[src/rtl/receptor_medida_serial.sv]
// receptor_medida_serial: 8N1 UART receiver that parses "CDU#" ASCII distance messages into 12-bit BCD
module receptor_medida_serial #(
  parameter int          DIVISOR    = 434,
  parameter logic [7:0]  TERMINADOR = 8'h23
) (
  input  logic        clock,
  input  logic        reset,
  input  logic        RX,
  output logic [11:0] medida,
  output logic        medida_valida,
  output logic [7:0]  dado_recebido,
  output logic        pronto_rx,
  output logic        erro_quadro,
  output logic        erro_formato,
  output logic [3:0]  db_estado
);
  typedef enum logic [1:0] {OCIOSO, INICIO, DADOS, PARADA} rx_t;
  typedef enum logic [1:0] {ESPERA_C, ESPERA_D, ESPERA_U, ESPERA_T} ps_t;
  localparam logic [8:0] HALF = 9'(DIVISOR / 2 - 1);
  localparam logic [8:0] FULL = 9'(DIVISOR - 1);
  rx_t        rs, rs_n;
  ps_t        ps, ps_n;
  logic       rx_m, rx, tc, digito, ok, parada_tc;
  logic [8:0] cnt;
  logic [2:0] idx;
  logic [7:0] sh;
  logic [3:0] c, d, u;
  assign tc        = cnt == 9'd0;
  assign parada_tc = rs == PARADA && tc;
  assign digito    = dado_recebido >= 8'h30 && dado_recebido <= 8'h39;
  assign ok        = ps == ESPERA_T ? dado_recebido == TERMINADOR : digito;
  assign db_estado = {rs, ps};
  always_comb begin
    rs_n = rs == OCIOSO ? (rx ? OCIOSO : INICIO)
         : !tc          ? rs
         : rs == INICIO ? (rx ? OCIOSO : DADOS)
         : rs == DADOS  ? (idx == 3'd7 ? PARADA : DADOS)
         : OCIOSO;
    ps_n = erro_quadro || (pronto_rx && !ok) ? ESPERA_C
         : pronto_rx                         ? ps_t'(ps + 2'd1)
         : ps;
  end
  always_ff @(posedge clock) begin
    if (reset) begin
      rx_m          <= 1'b1;
      rx            <= 1'b1;
      rs            <= OCIOSO;
      ps            <= ESPERA_C;
      cnt           <= '0;
      idx           <= '0;
      sh            <= '0;
      c             <= '0;
      d             <= '0;
      u             <= '0;
      medida        <= '0;
      dado_recebido <= '0;
      medida_valida <= 1'b0;
      pronto_rx     <= 1'b0;
      erro_quadro   <= 1'b0;
      erro_formato  <= 1'b0;
    end else begin
      rx_m          <= RX;
      rx            <= rx_m;
      rs            <= rs_n;
      ps            <= ps_n;
      cnt           <= rs == OCIOSO ? HALF : tc ? FULL : cnt - 9'd1;
      idx           <= rs != DADOS ? 3'd0 : tc ? idx + 3'd1 : idx;
      pronto_rx     <= parada_tc && rx;
      erro_quadro   <= parada_tc && !rx;
      erro_formato  <= pronto_rx && !ok;
      medida_valida <= pronto_rx && ok && ps == ESPERA_T;
      if (rs == DADOS && tc) sh <= {rx, sh[7:1]};
      if (parada_tc && rx) dado_recebido <= sh;
      if (pronto_rx && ok && ps == ESPERA_C) c <= dado_recebido[3:0];
      if (pronto_rx && ok && ps == ESPERA_D) d <= dado_recebido[3:0];
      if (pronto_rx && ok && ps == ESPERA_U) u <= dado_recebido[3:0];
      if (pronto_rx && ok && ps == ESPERA_T) medida <= {c, d, u};
    end
  end
endmodule

[config.mk]
export PLATFORM = sky130hd
export DESIGN_NAME = receptor_medida_serial
export DESIGN_NICKNAME = d
export VERILOG_FILES = /design/src/rtl/receptor_medida_serial.sv
export SDC_FILE = /design/constraint.sdc
export NUM_CORES = 1
export LEC_CHECK = 0
export ABC_AREA = 1
export CAP_MARGIN = 5
export CORE_ASPECT_RATIO = 1.75
export CORE_MARGIN = 3
export CORE_UTILIZATION = 50
export CTS_CLUSTER_DIAMETER = 80
export DETAILED_ROUTE_END_ITERATION = 16
export PLACE_DENSITY = 0.8
export SKIP_LAST_GASP = 1
export SYNTH_ARGS = -nofsm -noshare
export SYNTH_HDL_FRONTEND = slang
export SYNTH_SLANG_ARGS = --single-unit
[constraint.sdc]
create_clock -name clock -period 1.9 [get_ports clock]
set_clock_uncertainty 0.1 [all_clocks]
set_input_delay 0.285 -clock clock [delete_from_list [all_inputs] [get_ports clock]]
set_output_delay 0.285 -clock clock [all_outputs]
set_load 0.02 [all_outputs]
==> results of run 1 <==
[sequential cells by signal (all words and copies together) (netlist names), 2 cells and up]
signal	cells
medida	12
cnt	9
dado_recebido	8
sh	8
c	4
d	4
u	4
idx	3
ps	2
rs	2
[logic make-up (layout without fill, tap and decap cells)]
family,after synthesis,after routing,synth area share (%)
simple gates,211,212,34.7
compound gates,30,30,5.80
xor+xnor,1,1,0.325
flops,62,62,46.0
fa+ha+maj,8,8,3.71
buf+inv,60,97,9.42
[how the worst min path moves through the flow]
stage | start | to | slack (ns) | cells after the start
after CTS | rx_m$_SDFF_PP1_ | rx$_SDFF_PP1_ | 0.32 | 1
final | rx_m$_SDFF_PP1_ | rx$_SDFF_PP1_ | 0.32 | 1
after floorplan | RX | rx_m$_SDFF_PP1_ | 0.29 | 1
after global placement | rx_m$_SDFF_PP1_ | rx$_SDFF_PP1_ | 0.29 | 1
after detailed placement | rx_m$_SDFF_PP1_ | rx$_SDFF_PP1_ | 0.30 | 1
after global routing | rx_m$_SDFF_PP1_ | rx$_SDFF_PP1_ | 0.33 | 1
[timing repair]
item                                    in CTS  in global routing
endpoints found under the setup margin       1                  7
pin swaps                                    0                  0
resized for setup                            1                  1
cloned                                       0                  1
[placed cells by master (no fill, tap or decap), drive strengths merged]
| master | count |
|---|---|
| buf | 3 |
| o21ai | 14 |
| nand2 | 83 |
| dfxtp | 62 |
| inv | 47 |
| clkdlybuf4s50 | 29 |
| a31oi | 1 |
| nor2 | 103 |
| ha | 8 |
| clkinv | 3 |
| nand4 | 9 |
| dlymetal6s2s | 1 |
| o21a | 1 |
| a21boi | 1 |
| clkbuf | 12 |
| nor4 | 1 |
| a21oi | 13 |
| xor2 | 1 |
| or2 | 6 |
| nand3 | 10 |
| bufinv | 2 |
[worst max-delay path, cell delays in order (launching register included)]
cell     delay [ns]
dfxtp_1        0.34
ha_1           0.28
or2_1          0.26
nand2_2        0.17
nand4_2        0.31
nor2_1         0.20
nor2_1         0.07
[power by group through the flow]
stage | sequential (mW) | clock [mW] | combinational, mW
6_report | 1.33 | 1.25 | 0.113
3_3_place_gp | 1.36 | 0 | 0.109
2_1_floorplan | 1.35 | 0 | 0.0878
3_5_place_dp | 1.36 | 0 | 0.111
4_1_cts | 1.33 | 1.27 | 0.112
5_1_grt | 1.33 | 1.33 | 0.129
[metal layers]
| layer | track usage (%) | routed length (um) |
|---|---|---|
| met4 | 11.3 | 170 |
| met1 | 20.2 | 2200 |
| met5 | 0 | 0 |
| met2 | 31.3 | 2640 |
| met3 | 4.51 | 212 |
[layout make-up]
type	instances	area share, %
sequential	62	38.3
tap	54	2.08
clock inverter	4	2.16
timing repair buffer	33	10.0
clock buffer	12	4.47
multi-input combinational	251	37.4
inverter	48	5.59
[metrics by stage]
stage,cells,setup WS (ns),area [um2],hold slack [ns],power (mW)
after floorplan,372,0.212,2700,0.289,1.44
after global placement,447,0.205,3010,0.292,1.46
after detailed placement,447,0.119,3010,0.304,1.47
after CTS,463,0.0358,3230,0.321,2.71
after global routing,464,-0.0386,3250,0.330,2.79
final,464,0.0543,3250,0.319,2.69
==> results by group, run 1 <==
Worst setup path
  – Reg2reg path depth: 6
  – Crit path capture type: register
  – Worst EP arrival: 1.97 ns
  – Crit path from: ps[0]$_SDFFE_PP0P_
  – CP endpoint: medida[5]$_SDFFE_PP0P_
  – Critical R2R Capture: medida[5]$_SDFFE_PP0P_
  – Critical Path RT: 2.02 ns
  – CP max FO: 12
  – Reg2reg start: ps[0]$_SDFFE_PP0P_
  – Type of origin of the critical path: register
  – Reg-to-reg setup timing slack: 0.05 ns
  – Setup CP Type: reg2reg

Finish
  – Post-layout nets: 416
  – Area growth, synth to finish: 20.4%
  – Multi-input logic area: 0.00121 mm2
  – Fillers: 450
  – Layout cell share with drive strength beyond 1: 9.76%
  – Post-layout util: 63.6%
  – Sequential cell area: 0.00124 mm2
  – Ant. Diodes: 0

Floorplanning
  – Die area: 0.00634 mm2
  – Die width: 61.5 um
  – Site row count: 34
  – Starting density of the core: 52.8%
  – Area of the core: 0.00510 mm2
  – Die height: 103 um
  – Ports: 31

Logic synthesis
  – Syn_nets: 383
  – Register area share after synthesis: 46.0%
  – Main synth FF type: dfxtp_1
  – Synth Instances: 372
  – Cell Area, Synth: 0.00270 mm2
  – Distinct cell type count after synthesis: 31
  – Yosys top cell area share: 46.0%
  – Most frequent cells after synthesis: 98 x nor2_1, 79 x nand2_1, 62 x dfxtp_1
  – Share of flip-flops with an asynchronous set or reset: 0%
  – Ys Warns: 0
  – Synth top area cells: dfxtp_1 46%, nor2_1 14%, nand2_1 11%
  – Largest area contributor in the netlist: dfxtp_1
  – Mean post-synth cell area: 7.25 um2
  – Seq cells post-synth: 62
  – Count leader, synth: nor2_1
  – Post-synth EDFFs: 0

Timing
  – Ratio of final minimum period to clock period: 97.1%
  – Worst-Margin Slew: 0.375 ns
  – Final Slew Violations: 0
  – Fin Setup TNS: 0 ns
  – Final hold vios: 0
  – Fmax: 542 MHz
  – RSZ-0062 raised after global routing: yes
  – Worst slew margin: 75.0%
  – Post-layout min period: 1.85 ns
  – # setup viols final: 0

GRT
  – Global Route Usage Sum: 18.6%
  – Largest net degree at the start of global routing: 39
  – First-pass GRT wire length: 8.95 mm
  – Total gr overflow: 0
  – Initial antenna violation count: 0
  – Vias in the first global route: 2,160

Power and ir drop
  – Leakage: 1.63 nW
  – Net switching power figure: 0.563 mW
  – Internal Pwr Total: 2.12 mW
  – Power share of the clock group: 46.4%
  – Net Sw Frac: 21.0%
  – Power per cell area: 827 mW/mm2
  – Peak VDD IR: 584 uV
  – Seq pwr share: 49.4%
  – Comb power frac: 4.2%

CTS
  – CTS Buffer Depth: 2
  – Num CTS Buffers: 9
  – Hold Buf Count CTS: 0
  – Postcts setup bufs: 0
  – CTS tree: yes
  – # H-tree levels: 3
  – Worst-Skew Late Latency: 0.33 ns
  – Clock root buffer: clkbuf_8
  – Clk pin slew, worst setup/hold paths: 0.06 ns
  – Clock sinks: 62

Hold path
  – Worst hold path class: reg2reg

Placement
  – Buffers on Ports: 30
  – Final GP Congestion: 0.935
  – Post-DP HPWL: 3.57 mm

Routing
  – First DRT Iteration DRCs: 179
  – DR WL/cell: 11.2 um
  – DRT antenna net count: 0
  – WL final: 5.22 mm
  – # DRC: 0
  – Via count: 2,297
  – Vias per inst: 4.95
  – 1st-pass router iterations: 5

Status
  – Status: completed

Run
  – Max Cap Violations: 0
Note: power is estimated with default switching activity, not from simulation.
==> inputs of run 2 (changes only) <==
Settings changed: CORE_MARGIN 3 to 1.5.
==> results by group, run 2 (synthesis results as in run 1) <==
Status
  – Status: completed (unchanged)

Finish
  – Commonest non-fill, non-tap cell in the layout: nor2_1 (unchanged)
  – Ant. Diodes: 0 (unchanged)
  – Fillers: 441 (was 450)
  – Area growth, synth to finish: 21.6% (was 20.4%)
  – Multi-input logic area: 0.00125 mm2 (was 0.00121 mm2)
  – Post-layout nets: 417 (was 416)
  – Commonest non-fill, non-tap cells in the layout: 98 x nor2_1, 79 x nand2_1, 61 x dfxtp_1 (unchanged)
  – Biggest register: medida (unchanged)
  – Max FFs per register: 12 (unchanged)
  – Layout cell share with drive strength beyond 1: 10.2% (was 9.76%)
  – Top flop regs: medida: 12 flops, cnt: 9 flops (unchanged)
  – Post-Layout Cell Count: 466 (was 464)
  – Sequential cell area: 0.00124 mm2 (unchanged)

Floorplanning
  – Ports: 31 (unchanged)
  – Site row count: 35 (was 34)
  – Starting density of the core: 51.7% (was 52.8%)
  – Die area: 0.00586 mm2 (was 0.00634 mm2)
  – Die height: 100 um (was 103 um)
  – Die width: 58.5 um (was 61.5 um)
  – Area of the core: 0.00521 mm2 (was 0.00510 mm2)

GRT
  – Initial antenna violation count: 0 (unchanged)
  – Total gr overflow: 0 (unchanged)
  – Largest net degree at the start of global routing: 39 (unchanged)
  – Vias in the first global route: 2,125 (was 2,160)
  – Global Route Usage Sum: 20.1% (was 18.6%)
  – First-pass GRT wire length: 8.94 mm (was 8.95 mm)

Timing
  – Final Slew Violations: 0 (unchanged)
  – Final hold vios: 0 (unchanged)
  – Worst Hold Slack: 0.307 ns (was 0.319 ns)
  – Post-layout min period: 1.86 ns (was 1.85 ns)
  – # setup viols final: 0 (unchanged)
  – RSZ-0062 raised after global routing: yes (unchanged)
  – Fin Setup TNS: 0 ns (unchanged)
  – Worst slew margin: 74.4% (was 75.0%)
  – Ratio of final minimum period to clock period: 98.0% (was 97.1%)
  – Worst-Margin Slew: 0.384 ns (was 0.375 ns)
  – Fmax: 537 MHz (was 542 MHz)

Worst setup path
  – CP max FO: 6 (was 12)
  – CP top delay family: buffers and inverters (was simple AND/OR/NAND/NOR gates)
  – Reg2reg path depth: 6 (unchanged)
  – Crit path max-delay cell type: clkdlybuf4s50_1 (was dfxtp_1)
  – Reg-to-reg setup timing slack: 0.12 ns (was 0.05 ns)
  – Worst EP arrival: 1.48 ns (was 1.97 ns)
  – Crit path from: dado_recebido[0]$_SDFFE_PP0P_ (was ps[0]$_SDFFE_PP0P_)
  – Setup CP Type: reg2out (was reg2reg)
  – CP Buf/Inv Count: 1 (was 0)
  – Critical Path Stages: 1 (was 6)
  – Crit-path max cell delay: 0.66 ns (was 0.34 ns)
  – Reg2reg start: ps[0]$_SDFFE_PP0P_ (unchanged)
  – CP endpoint: dado_recebido[0] (was medida[5]$_SDFFE_PP0P_)
  – Type of origin of the critical path: register (unchanged)
  – Critical Path RT: 1.51 ns (was 2.02 ns)
  – Crit path capture type: output port (was register)
  – Critical R2R Capture: c[3]$_SDFFE_PP0P_ (was medida[5]$_SDFFE_PP0P_)
  – CP Cell Sequence: clkdlybuf4s50_1 (was ha_1, or2_1, nand2_2, nand4_2, nor2_1, nor2_1)

Routing
  – First DRT Iteration DRCs: 106 (was 179)
  – DRT antenna net count: 0 (unchanged)
  – DR WL/cell: 11.7 um (was 11.2 um)
  – # DRC: 0 (unchanged)
  – Via count: 2,333 (was 2,297)
  – Vias per inst: 5.01 (was 4.95)
  – WL final: 5.43 mm (was 5.22 mm)
  – 1st-pass router iterations: 4 (was 5)

Power and ir drop
  – Net switching power figure: 0.579 mW (was 0.563 mW)
  – Comb power frac: 4.2% (about the same)
  – Power share of the clock group: 46.8% (was 46.4%)
  – Internal Pwr Total: 2.12 mW (about the same)
  – Power per cell area: 824 mW/mm2 (was 827 mW/mm2)
  – Seq pwr share: 49.1% (was 49.4%)
  – Net Sw Frac: 21.4% (was 21.0%)
  – Leakage: 1.66 nW (was 1.63 nW)
  – Peak VDD IR: 647 uV (was 584 uV)
  – Total chip power: 2.70 mW (was 2.69 mW)

CTS
  – Clock root buffer: clkbuf_8 (unchanged)
  – Worst-Skew Late Latency: 0.34 ns (was 0.33 ns)
  – Post-cts resize count: 0 (was 1)
  – Num CTS Buffers: 9 (unchanged)
  – Clk pin slew, worst setup/hold paths: 0.06 ns (about the same)
  – Hold Buf Count CTS: 0 (unchanged)
  – # H-tree levels: 3 (unchanged)
  – CTS tree: yes (unchanged)
  – Clock sinks: 62 (unchanged)
  – CTS Buffer Depth: 2 (unchanged)
  – Postcts setup bufs: 0 (unchanged)

Placement
  – Final GP Congestion: 0.891 (was 0.935)
  – Post-DP HPWL: 3.54 mm (was 3.57 mm)
  – Buffers on Ports: 30 (unchanged)
  – Placed Cells incl. Taps: 448 (was 447)

Hold path
  – Worst hold path class: reg2reg (unchanged)
  – Hold Startpoint: rx_m$_SDFF_PP1_ (unchanged)

Run
  – Max Cap Violations: 0 (unchanged)
## run 2: final cells by class
cell class | count | area share (%)
Sequential cell | 62 | 37.9
Inverter | 48 | 5.53
Multi-Input combinational cell | 252 | 38.0
Clock buffer | 12 | 4.43
Tap cell | 55 | 2.10
Timing Repair Buffer | 33 | 9.92
Clock inverter | 4 | 2.14
## run 2: routing by layer
metal / wire length, um / vias up / global-route usage, %
li1: - / 1207 / -
met1: 2250 / 1058 / 20.3
met2: 2820 / 54 / 35.6
met3: 226 / 14 / 6.19
met4: 130 / 0 / 10.4
met5: 0 / - / 0
## run 2: worst min path at each step
stage	to	depth (start not counted)	slack, ns
detailed placement	rx$_SDFF_PP1_	1	0.29
CTS	rx$_SDFF_PP1_	1	0.31
global route	rx$_SDFF_PP1_	1	0.32
floorplan	rx_m$_SDFF_PP1_	1	0.29
finish	rx$_SDFF_PP1_	1	0.31
global placement	rx$_SDFF_PP1_	1	0.29
## run 2: per-stage QoR
stage	utilization, %	area (um2)	setup slack (ns)
5_1_grt	62.9	3280	-0.0358
3_5_place_dp	57.9	3020	0.138
3_3_place_gp	57.9	3020	0.208
4_1_cts	62.0	3230	0.0153
2_1_floorplan	-	2700	0.212
6_report	62.9	3280	0.0381
## run 2: power groups by stage
stage | sequential (mW) | clock (mW) | combinational (mW)
2_1_floorplan | 1.35 | 0 | 0.0878
3_5_place_dp | 1.36 | 0 | 0.112
5_1_grt | 1.33 | 1.34 | 0.126
6_report | 1.33 | 1.26 | 0.112
4_1_cts | 1.33 | 1.28 | 0.113
3_3_place_gp | 1.36 | 0 | 0.109
==> inputs of run 3 (changes only) <==
Settings changed: CORE_UTILIZATION 50 to 35, PLACE_DENSITY 0.8 to 0.62.
==> results by group, run 3 (synthesis results as in run 1) <==
Status
  – Status: completed (unchanged)

Worst setup path
  – CP max FO: 5 (was 6)
  – Crit-path max cell delay: 0.64 ns (was 0.66 ns)
  – Worst EP arrival: 1.40 ns (was 1.48 ns)
  – Crit path max-delay cell type: clkdlybuf4s50_1 (unchanged)
  – Setup CP Type: reg2out (unchanged)
  – Type of origin of the critical path: register (unchanged)
  – Critical Path RT: 1.51 ns (about the same)
  – CP top delay family: buffers and inverters (unchanged)
  – Crit path capture type: output port (unchanged)
  – CP Cell Sequence: clkdlybuf4s50_1 (unchanged)
  – CP Buf/Inv Count: 1 (unchanged)

GRT
  – Grt met2 use: 25.5% (was 35.6%)
  – First-pass GRT wire length: 9.31 mm (was 8.94 mm)
  – Total gr overflow: 0 (unchanged)
  – Routing usage on met1: 15.0% (was 20.3%)
  – Vias in the first global route: 2,143 (was 2,125)
  – GRT busiest layer: met2 (unchanged)
  – Largest net degree at the start of global routing: 39 (unchanged)
  – Initial antenna violation count: 0 (unchanged)
  – Global Route Usage Sum: 14.1% (was 20.1%)
  – Met3 Use GR: 2.28% (was 6.19%)

Finish
  – Finished layout cell area: 0.00341 mm2 (was 0.00328 mm2)
  – Commonest non-fill, non-tap cells in the layout: 98 x nor2_1, 79 x nand2_1, 60 x dfxtp_1 (was 98 x nor2_1, 79 x nand2_1, 61 x dfxtp_1)
  – Ant. Diodes: 0 (unchanged)
  – Multi-input logic area: 0.00124 mm2 (was 0.00125 mm2)
  – Layout cell share with drive strength beyond 1: 10.9% (was 10.2%)
  – Area growth, synth to finish: 26.4% (was 21.6%)
  – Sequential cell area: 0.00124 mm2 (about the same)
  – Post-layout nets: 418 (was 417)
  – Top flop regs: medida: 12 flops, cnt: 9 flops (unchanged)
  – Fillers: 770 (was 441)
  – Commonest non-fill, non-tap cell in the layout: nor2_1 (unchanged)
  – Max FFs per register: 12 (unchanged)
  – Biggest register: medida (unchanged)

CTS
  – Hold Buf Count CTS: 0 (unchanged)
  – Clock sinks: 62 (unchanged)
  – # H-tree levels: 3 (unchanged)
  – CTS tree: yes (unchanged)
  – Num CTS Buffers: 9 (unchanged)
  – Worst-Skew Late Latency: 0.33 ns (was 0.34 ns)
  – Postcts setup bufs: 0 (unchanged)
  – Clock root buffer: clkbuf_16 (was clkbuf_8)
  – CTS Buffer Depth: 2 (unchanged)
  – Clk pin slew, worst setup/hold paths: 0.05 ns (was 0.06 ns)

Routing
  – First DRT Iteration DRCs: 146 (was 106)
  – DRT antenna net count: 0 (unchanged)
  – # DRC: 0 (unchanged)
  – DR WL/cell: 11.6 um (was 11.7 um)
  – Vias per inst: 4.65 (was 5.01)
  – WL final: 5.80 mm (was 5.43 mm)
  – Via count: 2,326 (was 2,333)
  – 1st-pass router iterations: 5 (was 4)

Floorplanning
  – Site row count: 42 (was 35)
  – Area of the core: 0.00751 mm2 (was 0.00521 mm2)
  – Die area: 0.00826 mm2 (was 0.00586 mm2)
  – Die width: 69.4 um (was 58.5 um)
  – Starting density of the core: 35.9% (was 51.7%)
  – Die height: 119 um (was 100 um)
  – Ports: 31 (unchanged)

Placement
  – Post-DP HPWL: 3.70 mm (was 3.54 mm)
  – Buffers on Ports: 30 (unchanged)
  – Placed instance area: 0.00306 mm2 (was 0.00302 mm2)
  – Final GP Congestion: 0.822 (was 0.891)

Timing
  – Final Slew Violations: 0 (unchanged)
  – Final hold vios: 0 (unchanged)
  – Ratio of final minimum period to clock period: 93.7% (was 98.0%)
  – # setup viols final: 0 (unchanged)
  – Fmax: 562 MHz (was 537 MHz)
  – Post-layout min period: 1.78 ns (was 1.86 ns)
  – Worst Hold Slack: 0.304 ns (was 0.307 ns)
  – Worst-Margin Slew: 0.386 ns (was 0.384 ns)
  – Worst slew margin: 74.3% (was 74.4%)
  – RSZ-0062 raised after global routing: yes (unchanged)

Power and ir drop
  – Power per cell area: 904 mW/mm2 (was 824 mW/mm2)
  – Net switching power figure: 0.647 mW (was 0.579 mW)
  – Seq pwr share: 43.2% (was 49.1%)
  – Power share of the clock group: 53.1% (was 46.8%)
  – Net Sw Frac: 21.0% (was 21.4%)
  – Leakage: 1.70 nW (was 1.66 nW)
  – Peak VDD IR: 574 uV (was 647 uV)
  – Comb power frac: 3.7% (was 4.2%)
  – Internal Pwr Total: 2.43 mW (was 2.12 mW)

Run
  – Max Cap Violations: 0 (unchanged)

Hold path
  – Worst hold path class: reg2reg (unchanged)
[run 3: stage by stage]
stage               std cells  util, %  TNS [ns]  total power [mW]  setup slack, ns
floorplan                 372        -         0              1.44            0.212
global placement          482     40.8         0              1.47            0.178
detailed placement        482     40.8         0              1.47            0.138
CTS                       498     44.8         0              3.11           0.0311
global route              500     45.3   -0.0283              3.19          -0.0150
finish                    500     45.3         0              3.08            0.120
[run 3: layout make-up]
type	count	share of cell area (%)
Sequential cell	62	36.5
Multi-Input combinational cell	252	36.3
Timing Repair Buffer	34	9.77
Clock buffer	12	7.53
Inverter	48	5.33
Tap cell	88	3.23
Clock inverter	4	1.32
[run 3: power groups by stage]
| stage | Sequential (mW) | Combinational [mW] | Clock, mW |
|---|---|---|---|
| 6_report | 1.33 | 0.115 | 1.64 |
| 3_5_place_dp | 1.36 | 0.113 | 0 |
| 4_1_cts | 1.33 | 0.115 | 1.67 |
| 3_3_place_gp | 1.36 | 0.112 | 0 |
| 5_1_grt | 1.33 | 0.129 | 1.73 |
| 2_1_floorplan | 1.35 | 0.0878 | 0 |
[run 3: final timing paths]
kind	start	end	slack, ns	depth (start not counted)
hold reg to reg	rx_m$_SDFF_PP1_	rx$_SDFF_PP1_	0.30	1
setup / recovery	dado_recebido[3]$_SDFFE_PP0P_	dado_recebido[3]	0.12	1
hold / removal	rx_m$_SDFF_PP1_	rx$_SDFF_PP1_	0.30	1
setup reg to reg	ps[0]$_SDFFE_PP0P_	medida[10]$_SDFFE_PP0P_	0.13	7
[run 3: metal layers]
layer | wire length (um) | vias up | share of wire, %
met4 | 179 | 0 | 3.1
met2 | 2990 | 49 | 51
met3 | 193 | 13 | 3.3
met1 | 2440 | 1055 | 42
li1 | - | 1209 | -
met5 | 0 | - | 0
[run 3: repair_timing]
action,CTS,global route
gates resized for setup,1,4
endpoints found under the setup margin,1,9
gates cloned,0,2
pin swaps,0,1
